<file path="src/rtl/mem_port_arbiter.sv">
// Arbiter that lets instruction fetch and data load/store share one single-ported memory.
// Data has fixed priority. Fetch wins after STARVE_LIMIT contested data grants. One transaction is in flight at a time.
module mem_port_arbiter #(
    parameter int unsigned AWIDTH       = 32,
    parameter int unsigned DWIDTH       = 32,
    parameter int unsigned MEM_LATENCY  = 1,
    parameter int unsigned STARVE_LIMIT = 3
) (
    input  logic                  clk,
    input  logic                  reset,
    input  logic                  if_req_i,
    input  logic [AWIDTH-1:0]     if_addr_i,
    input  logic                  if_kill_i,
    output logic                  if_gnt_o,
    output logic                  if_rsp_valid_o,
    output logic [DWIDTH-1:0]     if_rsp_data_o,
    input  logic                  dm_req_i,
    input  logic                  dm_we_i,
    input  logic [AWIDTH-1:0]     dm_addr_i,
    input  logic [DWIDTH-1:0]     dm_wdata_i,
    input  logic [DWIDTH/8-1:0]   dm_wstrb_i,
    output logic                  dm_gnt_o,
    output logic                  dm_rsp_valid_o,
    output logic [DWIDTH-1:0]     dm_rsp_data_o,
    output logic [AWIDTH-1:0]     mem_addr_o,
    output logic [DWIDTH-1:0]     mem_wdata_o,
    output logic [DWIDTH/8-1:0]   mem_wstrb_o,
    output logic                  mem_ren_o,
    output logic                  mem_wen_o,
    input  logic [DWIDTH-1:0]     mem_rdata_i,
    output logic                  busy_o
);
    localparam int unsigned CW  = 3;
    localparam int unsigned SCW = 4;

    typedef enum logic {IDLE, BUSY} state_t;

    state_t         state_q, state_d;
    logic           owner_fetch_q, owner_fetch_d;
    logic           is_write_q, is_write_d;
    logic           kill_q, kill_d;
    logic [CW-1:0]  cnt_q, cnt_d;
    logic [SCW-1:0] starve_q, starve_d;
    logic           grant_if, grant_dm;
    logic           starved;

    // State register
    always_ff @(posedge clk) begin
        if (reset) begin
            state_q       <= IDLE;
            owner_fetch_q <= 1'b0;
            is_write_q    <= 1'b0;
            kill_q        <= 1'b0;
            cnt_q         <= '0;
            starve_q      <= '0;
        end else begin
            state_q       <= state_d;
            owner_fetch_q <= owner_fetch_d;
            is_write_q    <= is_write_d;
            kill_q        <= kill_d;
            cnt_q         <= cnt_d;
            starve_q      <= starve_d;
        end
    end

    // Arbitration, next state and outputs. All outputs are forced to 0 while reset is high.
    always_comb begin
        state_d        = state_q;
        owner_fetch_d  = owner_fetch_q;
        is_write_d     = is_write_q;
        kill_d         = kill_q;
        cnt_d          = cnt_q;
        starve_d       = starve_q;
        grant_if       = 1'b0;
        grant_dm       = 1'b0;
        starved        = (starve_q == SCW'(STARVE_LIMIT));
        if_gnt_o       = 1'b0;
        if_rsp_valid_o = 1'b0;
        if_rsp_data_o  = '0;
        dm_gnt_o       = 1'b0;
        dm_rsp_valid_o = 1'b0;
        dm_rsp_data_o  = '0;
        mem_addr_o     = '0;
        mem_wdata_o    = '0;
        mem_wstrb_o    = '0;
        mem_ren_o      = 1'b0;
        mem_wen_o      = 1'b0;
        busy_o         = 1'b0;

        if (!reset) begin
            case (state_q)
                IDLE: begin
                    if (dm_req_i && !(if_req_i && starved)) begin
                        grant_dm = 1'b1;
                    end else if (if_req_i) begin
                        grant_if = 1'b1;
                    end

                    if (grant_if) begin
                        if_gnt_o      = 1'b1;
                        mem_addr_o    = if_addr_i;
                        mem_ren_o     = 1'b1;
                        state_d       = BUSY;
                        owner_fetch_d = 1'b1;
                        is_write_d    = 1'b0;
                        kill_d        = if_kill_i;
                        cnt_d         = CW'(MEM_LATENCY);
                        starve_d      = '0;
                    end else if (grant_dm) begin
                        dm_gnt_o      = 1'b1;
                        mem_addr_o    = dm_addr_i;
                        mem_wdata_o   = dm_wdata_i;
                        mem_wstrb_o   = dm_wstrb_i;
                        mem_ren_o     = !dm_we_i;
                        mem_wen_o     = dm_we_i;
                        state_d       = BUSY;
                        owner_fetch_d = 1'b0;
                        is_write_d    = dm_we_i;
                        kill_d        = 1'b0;
                        cnt_d         = CW'(MEM_LATENCY);
                        if (if_req_i && !starved) begin
                            starve_d = starve_q + SCW'(1);
                        end
                    end
                end

                BUSY: begin
                    busy_o = 1'b1;
                    cnt_d  = cnt_q - CW'(1);
                    if (owner_fetch_q && if_kill_i) begin
                        kill_d = 1'b1;
                    end
                    // The counter reads 1 in the response cycle. A kill in that cycle still drops the response.
                    if (cnt_q == CW'(1)) begin
                        state_d = IDLE;
                        cnt_d   = '0;
                        kill_d  = 1'b0;
                        if (owner_fetch_q) begin
                            if (!kill_q && !if_kill_i) begin
                                if_rsp_valid_o = 1'b1;
                                if_rsp_data_o  = mem_rdata_i;
                            end
                        end else begin
                            dm_rsp_valid_o = 1'b1;
                            dm_rsp_data_o  = is_write_q ? '0 : mem_rdata_i;
                        end
                    end
                end

                default: state_d = IDLE;
            endcase
        end
    end
endmodule

</file>
<file path="config.mk">
export PLATFORM = sky130hd
export DESIGN_NAME = mem_port_arbiter
export DESIGN_NICKNAME = d
export VERILOG_FILES = /design/src/rtl/mem_port_arbiter.sv
export SDC_FILE = /design/constraint.sdc
export NUM_CORES = 1
export LEC_CHECK = 0
export ABC_AREA = 1
export CORE_AREA = 2 2 108 110
export CTS_BUF_LIST = sky130_fd_sc_hd__clkbuf_8
export CTS_CLUSTER_SIZE = 12
export DETAILED_ROUTE_END_ITERATION = 7
export DIE_AREA = 0 0 110 112
export SYNTH_ARGS = -nofsm -noshare
export SYNTH_HDL_FRONTEND = slang
export SYNTH_SLANG_ARGS = --single-unit
</file>
<file path="constraint.sdc">
create_clock -name clk -period 1.5 [get_ports clk]
set_input_delay 0.3 -clock clk [delete_from_list [all_inputs] [get_ports clk]]
set_output_delay 0.3 -clock clk [all_outputs]
set_load 0.02 [all_outputs]
</file>
==> results <==
==> worst register-to-register path: cells and delay by family, from the launching register on <==
family,cells,cell delay [ps]
buf+inv,4,440
flops,1,350
simple gates,3,180
fa+ha+maj,1,140
compound gates,1,70
==> layer usage <==
layer	track usage, %	routed length, um	vias to the layer above	share of wire, %
met1	23.2	4870	1558	37
met2	35.0	7260	104	55
met5	0	0	-	0
met4	1.77	131	0	1.0
li1	-	-	1752	-
met3	2.93	828	10	6.3
==> sequential cells by signal, indices dropped and copies added, names as in the netlist <==
signal	count
cnt_q	3
is_write_q	1
owner_fetch_q	1
kill_q	1
state_q	1
starve_q	4
==> what timing repair did <==
action | in CTS | in global routing
setup endpoints to repair | 139 | 139
buffers inserted | 20 | 22
hold buffers | 0 | 0
resized for setup | 882 | 121
gates cloned | 10 | 3
pin swaps | 32 | 23
==> synth_stat cells <==
cell type	count	area, um2
dfxtp_1	11	220
nand4_1	5	31.3
nor3_4	1	16.3
nand2_1	114	428
a31oi_1	1	6.26
o21ai_0	3	15.0
ha_1	3	37.5
nand2_2	2	12.5
xor2_1	1	8.76
inv_2	3	11.3
nor2_4	1	11.3
nand3_1	8	40.0
o31ai_1	1	7.51
a21oi_1	6	30.0
nor4_4	1	21.3
buf_4	3	22.5
inv_1	83	312
buf_2	13	65.1
nor2_1	111	417
==> worst paths after layout <==
kind | depth (start not counted) | to | from | slack, ps
max | 9 | dm_rsp_data_o[19] | cnt_q[1]$_SDFFE_PP0P_ | -570
min | 2 | is_write_q$_SDFFE_PP0P_ | is_write_q$_SDFFE_PP0P_ | 470
min reg2reg | 2 | is_write_q$_SDFFE_PP0P_ | is_write_q$_SDFFE_PP0P_ | 470
max reg2reg | 9 | starve_q[0]$_SDFFE_PP0P_ | starve_q[0]$_SDFFE_PP0P_ | 200
==> final cells by class <==
cell class                      count  area share (%)
Tap cell                          143            2.57
Inverter                           86            4.86
Clock buffer                        3           0.594
Clock inverter                      1          0.0540
Multi-Input combinational cell    258            30.7
Timing Repair Buffer              357            57.9
Sequential cell                    11            3.29
==> logic make-up after synthesis <==
kind of cell | Yosys count | share of synthesized area [%]
and+or+nand+nor | 243 | 57.0
buffers and inverters | 102 | 24.0
DFF | 11 | 12.9
AOI/OAI and AO/OA | 11 | 3.43
xor gates and xnor gates | 1 | 0.511
adders and majority gates | 3 | 2.19
==> power breakdown <==
| part | leakage [nW] | total (mW) | switching (mW) | internal, mW |
|---|---|---|---|---|
| sequential | 0.0920 | 0.326 | 0.0154 | 0.311 |
| combinational | 3.21 | 1.55 | 0.723 | 0.831 |
| clock | 0.0269 | 0.305 | 0.124 | 0.181 |
==> impl_metrics.tcl <==
set metrics [dict create \
    timing.final.crit_share_pct 138 \
    synth_seq_cells 11 \
    drt_iter0_markers 53 \
    gp_congestion 0.904 \
    finish.utilization_pct 62.2 \
    fmax_mhz 483 \
    setup_slack_ps -570 \
    final_common_cell "buf_6" \
    yosys_warnings 0 \
    pin_count 277 \
    slowest_stage "dfxtp_2" \
    clkTransAtPathRegs_ps 60 \
    core_mm2 0.0112 \
    fin_area_mm2 0.00695 \
    p_total_mw 2.18 \
    cp_top_family "simple AND/OR/NAND/NOR gates" \
    maxSlewViolCount 0 \
    critPathBufInv 4 \
    drc 0 \
    ys_seq_area_share_pct 12.9 \
    via_count 3424 \
    tightest_slew_ps 325 \
    cp-end-kind "primary output" \
    wl_per_cell_um 15.2 \
    fill_cells 976 \
    cp_cell_sequence "inv_2 > ha_4 > nand2_4 > nor4_4 > nand2_4 > buf_12 > buf_16 > nor2_4 > buf_6" \
    pre_cts_slack_ps -1170 \
    cts-buffers-inserted 3 \
    criticalPathCategory "flop to primary output" \
    grt_max_degree 27 \
    crit_top_cell "nand2_4" \
    cp.required_ps 1200 \
    synthCells 371 \
    cts_tree "yes" \
    fp.dieH_um 112 \
    p_leak_nw 3.33 \
    maxCapViolations 0 \
    fin_tns_setup_ps -63870 \
    hold_slack_ps 467 \
    synth_fp_nets 512 \
    htree_levels 1 \
    power_per_cell_area_mw_per_mm2 314 \
    nets 858 \
    relSlewSlack_pct 78.2 \
    routed_wl_um 13100 \
    antenna_found_initial 0 \
    portBuffers 276 \
    rows 39 \
    die_x_um 110 \
    antenna_cells 0 \
    synth_cell_types 19 \
    drive_gt1_share_pct 57.8 \
    grt_use_total_pct 18.8 \
    syn-cell-area_mm2 0.00171 \
    cp_data_arrival_time_ps 1770 \
    critPathMaxStageDelay_ps 320 \
    grt_pass1_vias 3344 \
    ant_nets 0 \
    grt_pass1_wl_um 18200 \
    final_cell_mix "buf_6 (152), clkdlybuf4s50_1 (134), nor2_4 (93), inv_1 (79), nand2_2 (48)" \
    cts.sinks 11 \
    seqCellArea_um2 229 \
    period_needed_ps 2070 \
    dpl_cell_area_mm2 0.00557 \
    vdd_drop_max_mv 0.756 \
    rsz0062_at_grt "true" \
    hold_path.class "flop to flop" \
    cp-start-kind "flop" \
    multi_input_area_mm2 0.00214 \
    hold_violations 0 \
    grt_overflow_total 0 \
    setup_viol 138 \
    viasPerCell 3.99 \
    syn2layout_area_growth_pct 306 \
    start_util_pct 15.3 \
    clockRootBuffer "clkbuf_8" \
    skew_ps 3.25 \
    outcome "finished, violations left" \
    post-dp-hpwl_um 9320 \
    path_max_fanout 6 \
    cts_buffer_depth 2 \
    clock_latency_ps 240 \
    dieArea_mm2 0.0123 \
    synth_area_per_cell_um2 4.62 \
    violations "setup timing" \
    dr.pass1.iters 4 \
    place_inst 809 \
    fin_cells 859 \
]
Power figures use the tool's default switching activity.
